`src/rtl/arm_shift_branch_unit_pkg.sv`:
```
// arm_shift_branch_unit_pkg: shared encodings and condition evaluation for the shift/branch unit
package arm_shift_branch_unit_pkg;
  typedef enum logic [1:0] {
    AM_ROT_IMM   = 2'b00,
    AM_REG       = 2'b01,
    AM_OFFSET12  = 2'b10,
    AM_SHIFT_IMM = 2'b11
  } am_e;
  typedef enum logic [1:0] {
    LSL = 2'b00,
    LSR = 2'b01,
    ASR = 2'b10,
    ROR = 2'b11
  } shift_e;
  localparam logic [3:0] COND_EQ = 4'b0000;
  localparam logic [3:0] COND_NE = 4'b0001;
  localparam logic [3:0] COND_CS = 4'b0010;
  localparam logic [3:0] COND_CC = 4'b0011;
  localparam logic [3:0] COND_MI = 4'b0100;
  localparam logic [3:0] COND_PL = 4'b0101;
  localparam logic [3:0] COND_VS = 4'b0110;
  localparam logic [3:0] COND_VC = 4'b0111;
  localparam logic [3:0] COND_HI = 4'b1000;
  localparam logic [3:0] COND_LS = 4'b1001;
  localparam logic [3:0] COND_GE = 4'b1010;
  localparam logic [3:0] COND_LT = 4'b1011;
  localparam logic [3:0] COND_GT = 4'b1100;
  localparam logic [3:0] COND_LE = 4'b1101;
  localparam logic [3:0] COND_AL = 4'b1110;
  localparam logic [3:0] COND_NV = 4'b1111;
  function automatic logic cond_pass(input logic [3:0] cond, input logic n, input logic z,
                                     input logic c, input logic v);
    case (cond)
      COND_EQ: return z;
      COND_NE: return !z;
      COND_CS: return c;
      COND_CC: return !c;
      COND_MI: return n;
      COND_PL: return !n;
      COND_VS: return v;
      COND_VC: return !v;
      COND_HI: return c && !z;
      COND_LS: return !c || z;
      COND_GE: return n == v;
      COND_LT: return n != v;
      COND_GT: return !z && (n == v);
      COND_LE: return z || (n != v);
      COND_AL: return 1'b1;
      default: return 1'b0;
    endcase
  endfunction
endpackage

```
`src/rtl/arm_barrel_shift.sv`:
```
// arm_barrel_shift: combinational shifter operand generator, no carry-out
module arm_barrel_shift
  import arm_shift_branch_unit_pkg::*;
(
  input  logic [31:0] rm,
  input  logic [11:0] imm12,
  input  logic [1:0]  am,
  output logic [31:0] shifted
);
  logic [31:0] imm8;
  logic [4:0]  rot;
  logic [4:0]  amt;
  logic [31:0] rot_imm;
  logic [31:0] sh_imm;
  assign imm8 = {24'd0, imm12[7:0]};
  assign rot  = {imm12[11:8], 1'b0};
  assign amt  = imm12[11:7];
  assign rot_imm = (imm8 >> rot) | (imm8 << (6'd32 - {1'b0, rot}));
  // Shift by amount 0 falls out as rm for every type; the 32-bit left term vanishes.
  always_comb begin
    sh_imm = (imm12[6:5] == LSL) ? rm << amt :
             (imm12[6:5] == LSR) ? rm >> amt :
             (imm12[6:5] == ASR) ? $unsigned($signed(rm) >>> amt) :
                                   (rm >> amt) | (rm << (6'd32 - {1'b0, amt}));
  end
  // Addressing-mode select of the final operand.
  always_comb begin
    shifted = (am == AM_ROT_IMM)  ? rot_imm :
              (am == AM_REG)      ? rm :
              (am == AM_OFFSET12) ? {20'd0, imm12} :
                                    sh_imm;
  end
endmodule

```
`src/rtl/arm_shift_branch_unit.sv`:
```
// arm_shift_branch_unit: pc increment, shifter operand, flag register and branch decision
module arm_shift_branch_unit
  import arm_shift_branch_unit_pkg::*;
(
  input  logic        clk,
  input  logic        reset,
  input  logic [31:0] pc,
  output logic [31:0] next_pc,
  input  logic [31:0] rm,
  input  logic [11:0] imm12,
  input  logic [1:0]  am,
  output logic [31:0] shifted,
  input  logic        n_in,
  input  logic        z_in,
  input  logic        c_in,
  input  logic        v_in,
  input  logic        flag_update,
  output logic        n,
  output logic        z,
  output logic        c,
  output logic        v,
  input  logic [31:0] instruction,
  output logic        branch,
  output logic        branch_link
);
  logic unused_ok;
  assign unused_ok = ^instruction[23:0];
  assign next_pc = pc + 32'd4;
  arm_barrel_shift u_shift (
    .rm      (rm),
    .imm12   (imm12),
    .am      (am),
    .shifted (shifted)
  );
  // Flag register: cleared asynchronously, loaded from EX when requested.
  always_ff @(posedge clk or negedge reset) begin
    if (!reset) {n, z, c, v} <= 4'b0000;
    else if (flag_update) {n, z, c, v} <= {n_in, z_in, c_in, v_in};
  end
  // Branch decision uses only the registered flags.
  always_comb begin
    branch      = (instruction[27:25] == 3'b101) && cond_pass(instruction[31:28], n, z, c, v);
    branch_link = branch && instruction[24];
  end
endmodule

```
`config.mk`:
```
export PLATFORM = sky130hd
export DESIGN_NAME = arm_shift_branch_unit
export DESIGN_NICKNAME = d
export VERILOG_FILES = /design/src/rtl/arm_shift_branch_unit_pkg.sv /design/src/rtl/arm_barrel_shift.sv /design/src/rtl/arm_shift_branch_unit.sv
export SDC_FILE = /design/constraint.sdc
export NUM_CORES = 1
export LEC_CHECK = 0
export CORE_MARGIN = 2
export CORE_UTILIZATION = 35
export CTS_CLUSTER_DIAMETER = 80
export DETAILED_ROUTE_END_ITERATION = 6
export SYNTH_ARGS = -nofsm -noshare
export SYNTH_HDL_FRONTEND = slang
export SYNTH_SLANG_ARGS = --single-unit
```
`constraint.sdc`:
```
create_clock -name clk -period 10.1 [get_ports clk]
set_clock_uncertainty 0.15 [all_clocks]
set_input_delay 2.525 -clock clk [delete_from_list [all_inputs] [get_ports clk]]
set_output_delay 2.525 -clock clk [all_outputs]
set_load 0.02 [all_outputs]
```
# ---- Word-level counts from Yosys, hierarchy flattened
# Index checks and enable logic that the tools add are counted.
dict set report word_totals {
  ff_bits 4
  latch_bits 0
  ram_bits 0
  romBits 0
  inputBits 117
  output_inout_bits 70
  word_cells 56
  mem_count 0
}
dict set report op_classes {
  add_sub_neg 3
  mul 0
  div 0
  order_cmp 0
  eq_ne 21
  shifts 6
  n_mux 7
  bitwise_logic 2
  reduce_logical 13
}
# op count
set ops {}
lappend ops {{$mux W32} 6}
lappend ops {{$or A32 B32 Y32} 2}
lappend ops {{$add A32 B3 Y32 const B} 1}
lappend ops {{$shl A32 B5 Y32} 1}
lappend ops {{$shl A32 B6 Y32} 1}
lappend ops {{$shl A8 B6 Y32} 1}
lappend ops {{$shr A32 B5 Y32} 1}
lappend ops {{$shr A8 B5 Y32} 1}
lappend ops {{$sshr A32 B5 Y32} 1}
lappend ops {{$eq A4 B4 Y1 const B} 7}
lappend ops {{$eq A4 B3 Y1 const B} 4}
lappend ops {{$pmux W1 S15} 1}
lappend ops {{$sub A6 B5 Y6 const A} 2}
lappend ops {{$eq A4 B2 Y1 const B} 2}
lappend ops {{$eq A2 B1 Y1 const B} 2}
lappend ops {{$eq A2 B2 Y1 const B} 2}
lappend ops {{$eq A4 B1 Y1 const B} 1}
lappend ops {{$logic_and A1 B1 Y1} 4}
lappend ops {{$logic_not A1 Y1} 4}
lappend ops {{$logic_not A2 Y1} 2}
lappend ops {{$logic_not A4 Y1} 1}
lappend ops {{$eq A3 B3 Y1 const B} 1}
lappend ops {{$logic_or A1 B1 Y1} 2}
lappend ops {{$eq A1 B1 Y1} 1}
lappend ops {{$ne A1 B1 Y1} 1}

# ---- Longest topological paths before layout
# Gate-level depths: netlist (run 1).
dict set report depth {
  ltp_word 9
  mapped_depth 16
  ltp_nobuf 8
}

# ---- By module
# A second synthesis (run 1) with hierarchy kept.
dict set report unflattened {
  cells_unflattened 1160
  area_unflattened_um2 8868.5
}
# mod n_inst cells_per_inst area_per_inst_um2
set by_module_without_submodules {}
lappend by_module_without_submodules {arm_barrel_shift 1 1034 7920.1}
lappend by_module_without_submodules {arm_shift_branch_unit 1 126 948.4}

# ---- Least setup slack after synthesis (run 1)
# OpenSTA, ideal clock, no wires.
dict set report synth_timing {
  path_type {input-to-output}
  start {input imm12[8]}
  end {output shifted[21]}
  t_arrival_ns 5.746
  t_required_ns 7.425
  slack_ns 1.679
  stages 14
  n_path_buf 6
  cell_sequence {buf_2 inv_2 buf_2 buf_4 buf_2 ha_1 buf_2 nor2b_1 xnor2_1 buf_2 mux4_2 mux2i_1 a21oi_1 o311ai_1}
}
dict set report synth_between {
  elab_chain_cells 9
  word_cells_on_any_way 16
  cone_classes {2 x add/sub; 6 x shift; 6 x mux; 2 x bitwise}
}
# element line
set synth_rtl {}
lappend synth_rtl {{from (decl)} arm_shift_branch_unit.sv:10} ;# input logic [11:0] imm12,
lappend synth_rtl {{$sub A6 B5 Y6} arm_barrel_shift.sv:24} ;# (rm >> amt) | (rm << (6'd32 - {1'b0, amt}));
lappend synth_rtl {{$shl A32 B6 Y32} arm_barrel_shift.sv:24}
lappend synth_rtl {{$or A32 B32 Y32} arm_barrel_shift.sv:24}
lappend synth_rtl {{$mux W32} arm_barrel_shift.sv:23} ;# (imm12[6:5] == ASR) ? $unsigned($signed(rm) >>> amt) :
lappend synth_rtl {{$mux W32} arm_barrel_shift.sv:22} ;# (imm12[6:5] == LSR) ? rm >> amt :
lappend synth_rtl {{$mux W32} arm_barrel_shift.sv:21} ;# sh_imm = (imm12[6:5] == LSL) ? rm << amt :
lappend synth_rtl {{$mux W32} arm_barrel_shift.sv:30} ;# (am == AM_OFFSET12) ? {20'd0, imm12} :
lappend synth_rtl {{$mux W32} arm_barrel_shift.sv:29} ;# (am == AM_REG) ? rm :
lappend synth_rtl {{$mux W32 *} arm_barrel_shift.sv:28} ;# shifted = (am == AM_ROT_IMM) ? rot_imm :
lappend synth_rtl {{to (decl)} arm_shift_branch_unit.sv:12} ;# output logic [31:0] shifted,
# Every way passes the cells marked *; elsewhere a longest branch is shown, timed or not.

# ---- Worst setup path in the final report (run 1)
dict set report layout_timing {
  start {input imm12[7]}
  end {output shifted[19]}
}
# The elaborated chain is that of the path after synthesis.

==> results.md, run 1 <==
- Outcome: finished, final reports clean
- Tcrit/Tclk final: 90.5%
- Max-cap violations: 0
- Distinct cells, synth: around 90
- # clock sinks: 4
- Worst path cell trace: buf_4, buf_12, mux2i_1, mux2i_1, a221oi_1, nor2_1, o31ai_1, a31oi_1, clkdlybuf4s50_1
- Post-Synth Adder-Cell Area: less than 1%
- Fin. Hold Viols: 0
- CTS tree: done
- Initial antenna violation count: 3
- Final WS setup: approximately 950 ps
- Placed inst area: ~0.010 mm2
- CTS max path bufs: 2
- Via density: ~7.4
- Max VDD drop: 104 uV
- TritonCTS buffer count: 3
- Cell area after synthesis: around 0.0084 mm2
- Layout Nets: 1368
- CTS resizes: 0
- Hold path depth: 1
- Core box area: 0.0235 mm2
- PD cells: 76.7 mW/mm2
- Final Max Slew Viols: 0
- First-pass GRT wire length: approximately 80000 um
- Largest net degree at the start of global routing: 78
- WHS: between 400 and 500 ps
- Post-synth EDFFs: 0
- Slew @ Worst Pin: 1310 ps
- DRC Markers: 0
- Critical Path Slowest Stage Cell: o31ai_1
- Compound-gate portion of the synthesized area: around 31%
- Setup Viol. Count Final: 0
- Post-DP HPWL: between 40000 and 50000 um
- Hold-fix buffer count after cts: 0
- Net Count, Synth: about 1.3k
- CTS root buf: clkbuf_16
- Die height: approximately 160 um
- Total die area: approximately 0.025 mm2
- Row cnt: 56
- Final Power: a little under 800 uW
- Skew-Pair Late Insertion Delay: roughly 220 ps
- Setup bufs post-CTS: 0
- Syn-to-layout area delta: 23.1%
- Critical Path Max Stage Delay: about 770 ps
- Fin Setup TNS: 0 ps
- Die width: 159 um
- Mux share of post-synthesis cell area: 33.3%
- Ys Warns: 0
- Critical path type: in2out
- CP max FO: just under 80
- GPL Wtd Cong: 1.11
- Slew HR: 11.6%
- Most common cell after layout, fill and taps aside: clkdlybuf4s50_1
- Crit path arrival time: roughly 6500 ps
- # IOs: 187
- Synth Area in XOR/XNOR: approximately 4%
- Sequential fraction of the synthesis area: 1.19%
- Antenna Nets Post-Route: 0
- PortBufs: ~160
- Design Area, Final: 0.0104 mm2
- Clock-pin slew on the worst setup and hold paths: roughly 30 ps
- Leak Pwr: ~0.0038 uW
- WL/cell: between 30 and 40 um
- R2R cell count: 1
- Avg Inst Size Synth: between 7 and 8 um2
- Simple-Gate Fraction of Synth Area: 22.0%
- Minimum clock period: ~9100 ps
- Post-synth top flop: dfrtp_1
- Async SR Flop Fraction: 100%
- Crit path required time: between 7000 and 8000 ps
- Ant diodes: 0
- Starting density of the core: between 30% and 40%
- H-tree depth: 1
- Worst hold path type: reg2reg
- Share of cells above drive strength 1: between 15 and 20%
- Grt ovf: 0
- Cells after synthesis: 1140
- Most used cell, CP: mux2i_1
- Main combinational cell family by area after synthesis: multiplexers
- Crit start category: input port
- Total track usage: a little over two fifths
- Commonest non-fill, non-tap cells in the layout: clkdlybuf4s50_1 (153), mux2i_1 (112), nand2_1 (110)
- DRT Pass-1 Iters: 6
- RSZ-0062 raised after global routing: no
- DR vias: 11.6k
- Fmax: about 0.11 GHz
- Register bit total from synthesis: 4
- Routed WL: around 56000 um
- Vias in the first global route: approximately 11k
- Iteration-0 DRC Markers: approximately 1.7k
- CP endpoint kind: output port
- Worst setup slack after placement: approximately 1200 ps
==> layout make-up <==
cell class	instances	area, um2
tap	319	399
inverter	14	52.6
sequential	4	100
multi-input combinational	1006	7680
clock buffer	3	75.1
timing repair buffer	218	2060
fill	2527	13200
==> synthesized netlist by cell type, types with 22 or more instances <==
master | number | area (um2)
o211ai_1 | 24 | 180
mux4_2 | 49 | 1100
nor3_1 | 34 | 170
nand3_1 | 49 | 245
buf_2 | 27 | 135
mux2i_1 | 112 | 1120
a21oi_1 | 53 | 265
a22oi_1 | 22 | 165
o21ai_0 | 66 | 330
xnor2_1 | 31 | 272
mux2_2 | 50 | 563
clkbuf_1 | 63 | 236
nand2_1 | 110 | 413
nor2_1 | 80 | 300
==> registers in the layout, indices dropped and copies added (netlist names) <==
name / count
c: 1
n: 1
v: 1
z: 1
==> power by group <==
| group | internal (uW) | total, uW | switching [uW] |
|---|---|---|---|
| sequential | 17.8 | 19.7 | 1.96 |
| clock | 50.5 | 61.2 | 10.7 |
| combinational | 264 | 714 | 450 |
==> final timing paths <==
check                         startpoint            end  slack, ps
setup / recovery                imm12[7]    shifted[19]        950
hold / removal             n$_DFFE_PN0P_  n$_DFFE_PN0P_        420
setup reg to reg           v$_DFFE_PN0P_  v$_DFFE_PN0P_       9120
hold reg to reg            n$_DFFE_PN0P_  n$_DFFE_PN0P_        420
max in group asynchronous          reset  n$_DFFE_PN0P_       7280
min in group asynchronous          reset  c$_DFFE_PN0P_       2360
==> cells by family after synthesis <==
| logic type | after synthesis |
|---|---|
| flip-flops | 4 |
| AO/OA/AOI/OAI | 371 |
| adder cells (fa/ha/maj) | 4 |
| buffers and inverters | 130 |
| XOR/XNOR | 37 |
| AND/OR/NAND/NOR | 382 |
| multiplexers | 212 |
==> layer usage <==
layer	GRT usage (%)	wire length [um]	vias up
met2	60.5	22300	1086
li1	-	-	4717
met5	0	10	-
met1	56.2	22200	5546
met4	25.8	4380	2
met3	13.7	7630	238
==> critical path: cells and delay by family <==
family	cells	cell delay, ps
compound gates	3	1470
buf+inv	3	1410
mux	2	800
simple gates	1	80
==> metrics by stage <==
step,cells,util [%]
CTS,1564,44.0
detailed placement,1561,43.7
global route,1564,44.0
finish,1564,44.0
global placement,1561,43.7
floorplan,1140,-
Power figures use the tool's default switching activity.
==> run 2, diff against run 1 <==
PLACE_DENSITY = 0.58   (was not set)
clock period = 9.15 ns   (was 10.1 ns; I/O delays follow)
==> run 2 against run 1 <==
Effect of this change: power grew 8.2%; hold slack worse by 16 ps; first-iteration DRC count rose by 10%; critical path type unchanged; largest power group unchanged.
==> results.md, run 2 (same netlist as run 1, synthesis figures left out) <==
- Layout Nets: ~1.4k
- DR vias: between 10k and 15k
- Outcome: finished, final reports clean
- Top Metal Used: met5
- WHS: 405 ps
- Routed WL: about 55000 um
- Post-DP HPWL: 40800 um
- CP max FO: 30
- Crit start category: input port
- Max VDD drop: between 100 and 150 uV
- RSZ-0062 raised after global routing: no
- Hold-fix buffer count after cts: 0
- Final Max Slew Viols: 0
- PortBufs: about 160
- P_int: ~360 uW
- Starting density of the core: 35.7%
- TritonCTS buffer count: 3
- Initial antenna violation count: 5
- R2R cell count: 1
- Slew @ Worst Pin: between 1000 and 1500 ps
- Crit path arrival time: between 6000 and 7000 ps
- Critical path type: in2out
- Clock-pin slew on the worst setup and hold paths: around 30 ps
- Fin. Hold Viols: 0
- First-pass GRT wire length: ~78000 um
- Antenna Nets Post-Route: 0
- Crit path required time: between 6000 and 7000 ps
- PD cells: between 80 and 90 mW/mm2
- Hold path depth: 1
- CTS tree: done
- Largest net degree at the start of global routing: 58
- Most common cell after layout, fill and taps aside: clkdlybuf4s50_1
- Critical Path Slowest Stage Cell: clkdlybuf4s50_1
- # clock sinks: 4
- Comb pwr share: about nine tenths
- Final WS setup: just under 700 ps
- CP endpoint kind: output port
- Grt ovf: 0
- M1 WL: roughly 21000 um
- Share of cells above drive strength 1: 15.7%
- Placed inst area: between 0.01 and 0.015 mm2
- Skew-Pair Late Insertion Delay: around 220 ps
- Critical Path Max Stage Delay: just over 700 ps
- Via density: ~7.3
- Worst setup slack after placement: ~840 ps
- Total die area: roughly 0.025 mm2
- Vias in the first global route: about 11k
- Core box area: between 0.02 and 0.025 mm2
- Iteration-0 DRC Markers: 1882
- Syn-to-layout area delta: 23.1%
- Total track usage: 41.4%
- Routed wl met2: 22200 um
- Post-route insts no fill: ~1.6k
- CTS resizes: 0
- Slew HR: approximately 3.2%
- GPL Wtd Cong: roughly 1.1
- DRT Pass-1 Iters: 7
- Clock power frac: around 8%
- CTS max path bufs: 2
- Max-cap violations: 0
- Switch Pwr: 494 uW
- H-tree depth: 1
- Worst hold path type: reg2reg
- Design Area, Final: ~0.010 mm2
- Tcrit/Tclk final: 92.5%
- Minimum clock period: roughly 8500 ps
- Die width: between 150 and 200 um
- # IOs: between 150 and 200
- WL/cell: roughly 35 um
- Commonest non-fill, non-tap cells in the layout: clkdlybuf4s50_1 (153), mux2i_1 (112), nand2_1 (110)
- Register area: roughly 100 um2
- Met3 Wirelength: roughly 7600 um
- Setup bufs post-CTS: 0
- Fillers: about 2.5k
- Sw Share: 57.5%
- DRC Markers: 0
- Fin Setup TNS: 0 ps
- Area of the multi-input gates: 0.00768 mm2
- Sequential share of power: between 2 and 3%
- Leak Pwr: between 0.003 and 0.004 uW
- Worst path cell trace: buf_2, inv_2, ha_1, nor2b_1, xnor2_2, buf_4, mux4_2, mux2i_1, a21oi_1, o311ai_1, clkdlybuf4s50_1
- Setup Viol. Count Final: 0
- Die height: ~160 um
- DP Cell Count: between 1.5k and 2k
- Fmax: about 0.12 GHz
- Row cnt: 56
- CTS root buf: clkbuf_16
==> run 2: cell types whose count changed in the layout (fill, tap and decap cells not counted), sizes merged <==
cell and delta:
buf +5, diode +2
==> run 2: area by class of cell <==
cell class | instances | area share [%]
diodes | 2 | 0.0483
clock buffers | 3 | 0.725
inverters | 14 | 0.507
multi-input cells | 1006 | 74.1
flip-flops and latches | 4 | 0.967
well taps | 319 | 3.85
repair buffers | 223 | 19.8
==> run 2: per-stage QoR <==
step           power [uW]  util, %
3_3_place_gp          759     43.6
5_1_grt               881     44.0
4_1_cts               826     44.0
2_1_floorplan         448        -
3_5_place_dp          755     43.6
6_report              859     44.0
==> run 2: critical path: cells and delay by family <==
family	cells	cell delay (ps)
AO/OA/AOI/OAI	2	590
AND/OR/NAND/NOR	1	490
adder cells (fa/ha/maj)	1	380
XOR/XNOR	1	160
multiplexers	2	790
buffers and inverters	4	1310
==> run 2: final timing paths <==
path                               start       endpoint  slack (ps)
min reg2reg                c$_DFFE_PN0P_  c$_DFFE_PN0P_         400
max in group asynchronous          reset  n$_DFFE_PN0P_        6560
min                        c$_DFFE_PN0P_  c$_DFFE_PN0P_         400
min in group asynchronous          reset  z$_DFFE_PN0P_        2120
max reg2reg                v$_DFFE_PN0P_  v$_DFFE_PN0P_        8200
max                             imm12[8]    shifted[21]         690
==> run 2: metal layers <==
layer / vias up / GRT usage [%]
met1: 5410 / 54.3
met3: 240 / 13.1
li1: 4732 / -
met4: 2 / 23.8
met5: - / 0
met2: 1027 / 59.5
==> run 2: power by group through the flow <==
stage	logic (uW)	clock network [uW]	registers [uW]
after floorplan	425	0	23.7
after global placement	737	0	21.8
after detailed placement	733	0	21.9
after CTS	735	68.5	21.7
after global routing	789	70.3	22.0
final	770	67.3	21.6
==> run 3, diff against run 2 <==
CAP_MARGIN = 25   (was not set)
clock period = 10 ns   (was 9.15 ns; I/O delays follow)
==> run 3 against run 2 <==
Effect of this change: clock-buffer cell count unchanged; sequential share of layout area about the same; design area down 1.1%; power down 8.8%; critical path depth up 1; utilization down 0.49 points; global-route usage down 0.55 points; worst setup slack better by 290 ps; die area unchanged; flip-flop and latch count unchanged; non-clock buffer count down 18; sequential power down 8%; highest routed layer is now met4.
==> results.md, run 3 (same netlist as run 1, synthesis figures left out) <==
- Outcome: finished, final reports clean
- GPL Wtd Cong: around 1.1
- Critical Path Max Stage Delay: 730 ps
- Hold path depth: 1
- RSZ-0062 raised after global routing: no
- CTS tree: done
- Starting density of the core: 35.7%
- Area of the multi-input gates: approximately 0.0077 mm2
- CTS max path bufs: 2
- Critical path type: in2out
- Placed inst area: 0.0102 mm2
- CTS root buf: clkbuf_16
- Setup bufs post-CTS: 0
- Minimum clock period: 9030 ps
- R2R cell count: 1
- WL/cell: 34.7 um
- Worst path cell trace: buf_2, inv_2, ha_1, nor2b_1, xnor2_2, buf_4, buf_4, mux2i_1, o32ai_1, a21oi_1, o211ai_1, clkdlybuf4s50_1
- Crit path required time: approximately 7400 ps
- Max-cap violations: 0
- Vias in the first global route: 10.4k
- Die height: between 150 and 200 um
- PortBufs: around 160
- H-tree depth: 1
- Clock-pin slew on the worst setup and hold paths: around 30 ps
- Critical Path Slowest Stage Cell: o32ai_1
- Buf+Inv Stages, Crit Path: 5
- Most common cell after layout, fill and taps aside: clkdlybuf4s50_1
- Total track usage: slightly above 40%
- Syn-to-layout area delta: 21.7%
- DRT Pass-1 Iters: 5
- Skew-Pair Late Insertion Delay: 220 ps
- CP max FO: 19
- Max VDD drop: between 100 and 150 uV
- Cell family with the largest share of critical-path delay: buffers and inverters
- Critical Path Stages: 12
- Largest net degree at the start of global routing: between 100 and 150
- First-pass GRT wire length: around 77000 um
- DR vias: between 10k and 15k
- Fin Setup TNS: 0 ps
- WHS: between 400 and 500 ps
- Fin. Hold Viols: 0
- Share of cells above drive strength 1: around 14%
- Fmax: roughly 0.11 GHz
- Slew @ Worst Pin: 1080 ps
- Post-DP HPWL: between 40000 and 50000 um
- Total die area: roughly 0.025 mm2
- Final Max Slew Viols: 0
- CP endpoint kind: output port
- Layout Nets: roughly 1.4k
- Initial antenna violation count: 3
- # IOs: about 190
- Row cnt: 56
- Antenna Nets Post-Route: 0
- Grt ovf: 0
- Core Util, Final: a little over two fifths
- Crit start category: input port
- Register area: 100 um2
- Worst hold path type: reg2reg
- CTS resizes: 0
- Design Area, Final: a little over 0.01 mm2
- Crit path arrival time: about 6400 ps
- Via density: around 7.3
- Iteration-0 DRC Markers: approximately 1.7k
- # clock sinks: 4
- DRC Markers: 0
- Core box area: approximately 0.024 mm2
- Routed WL: between 50000 and 60000 um
- Hold-fix buffer count after cts: 0
- Leak Pwr: approximately 0.0037 uW
- Die width: about 160 um
- Fillers: roughly 2.5k
- Tcrit/Tclk final: between 90% and 100%
- PD cells: approximately 77 mW/mm2
- Setup Viol. Count Final: 0
- Most used cell, CP: buf_4
- Slew HR: between 20% and 30%
- Commonest non-fill, non-tap cells in the layout: clkdlybuf4s50_1 (153), mux2i_1 (112), nand2_1 (110)
- TritonCTS buffer count: 3
==> run 3: cell types whose count changed in the layout (fill, tap and decap cells not counted) <==
| cell | before | now |
|---|---|---|
| buf_12 | 0 | 2 |
| buf_4 | 66 | 45 |
| buf_2 | 4 | 5 |
| diode_2 | 2 | 1 |
==> run 3: per-layer routing <==
metal,up-vias,global-route usage (%),part of all wire (%)
met2,974,60.3,41
met4,0,19.3,6.3
met3,172,9.12,13
li1,4683,-,-
met5,-,0,0
met1,5439,56.3,40
==> run 3: through the flow <==
| stage | setup WS [ps] | cells | total power (uW) |
|---|---|---|---|
| final | 974 | 1552 | 784 |
| after global routing | 911 | 1551 | 805 |
| after CTS | 1160 | 1551 | 755 |
| after detailed placement | 1190 | 1548 | 690 |
| after global placement | 1150 | 1547 | 695 |
| after floorplan | 1630 | 1140 | 410 |
==> run 3: layout make-up <==
type / count / area share, %
Timing Repair Buffer: 205 / 18.9
Sequential cell: 4 / 0.977
Clock buffer: 3 / 0.733
Tap cell: 319 / 3.90
Inverter: 14 / 0.513
Antenna cell: 1 / 0.0244
Multi-Input combinational cell: 1006 / 75.0
==> run 3: where the power goes <==
part	internal (uW)	switching, uW
Clock	51.1	10.9
Combinational	261	441
Sequential	17.9	1.87
Total	330	454
==> run 3: worst paths after layout <==
path	from	to	slack (ps)
setup / recovery	imm12[8]	shifted[9]	970
min in group asynchronous	reset	z$_DFFE_PN0P_	2330
hold / removal	c$_DFFE_PN0P_	c$_DFFE_PN0P_	420
hold reg to reg	c$_DFFE_PN0P_	c$_DFFE_PN0P_	420
setup reg to reg	z$_DFFE_PN0P_	z$_DFFE_PN0P_	9050
max in group asynchronous	reset	v$_DFFE_PN0P_	7210
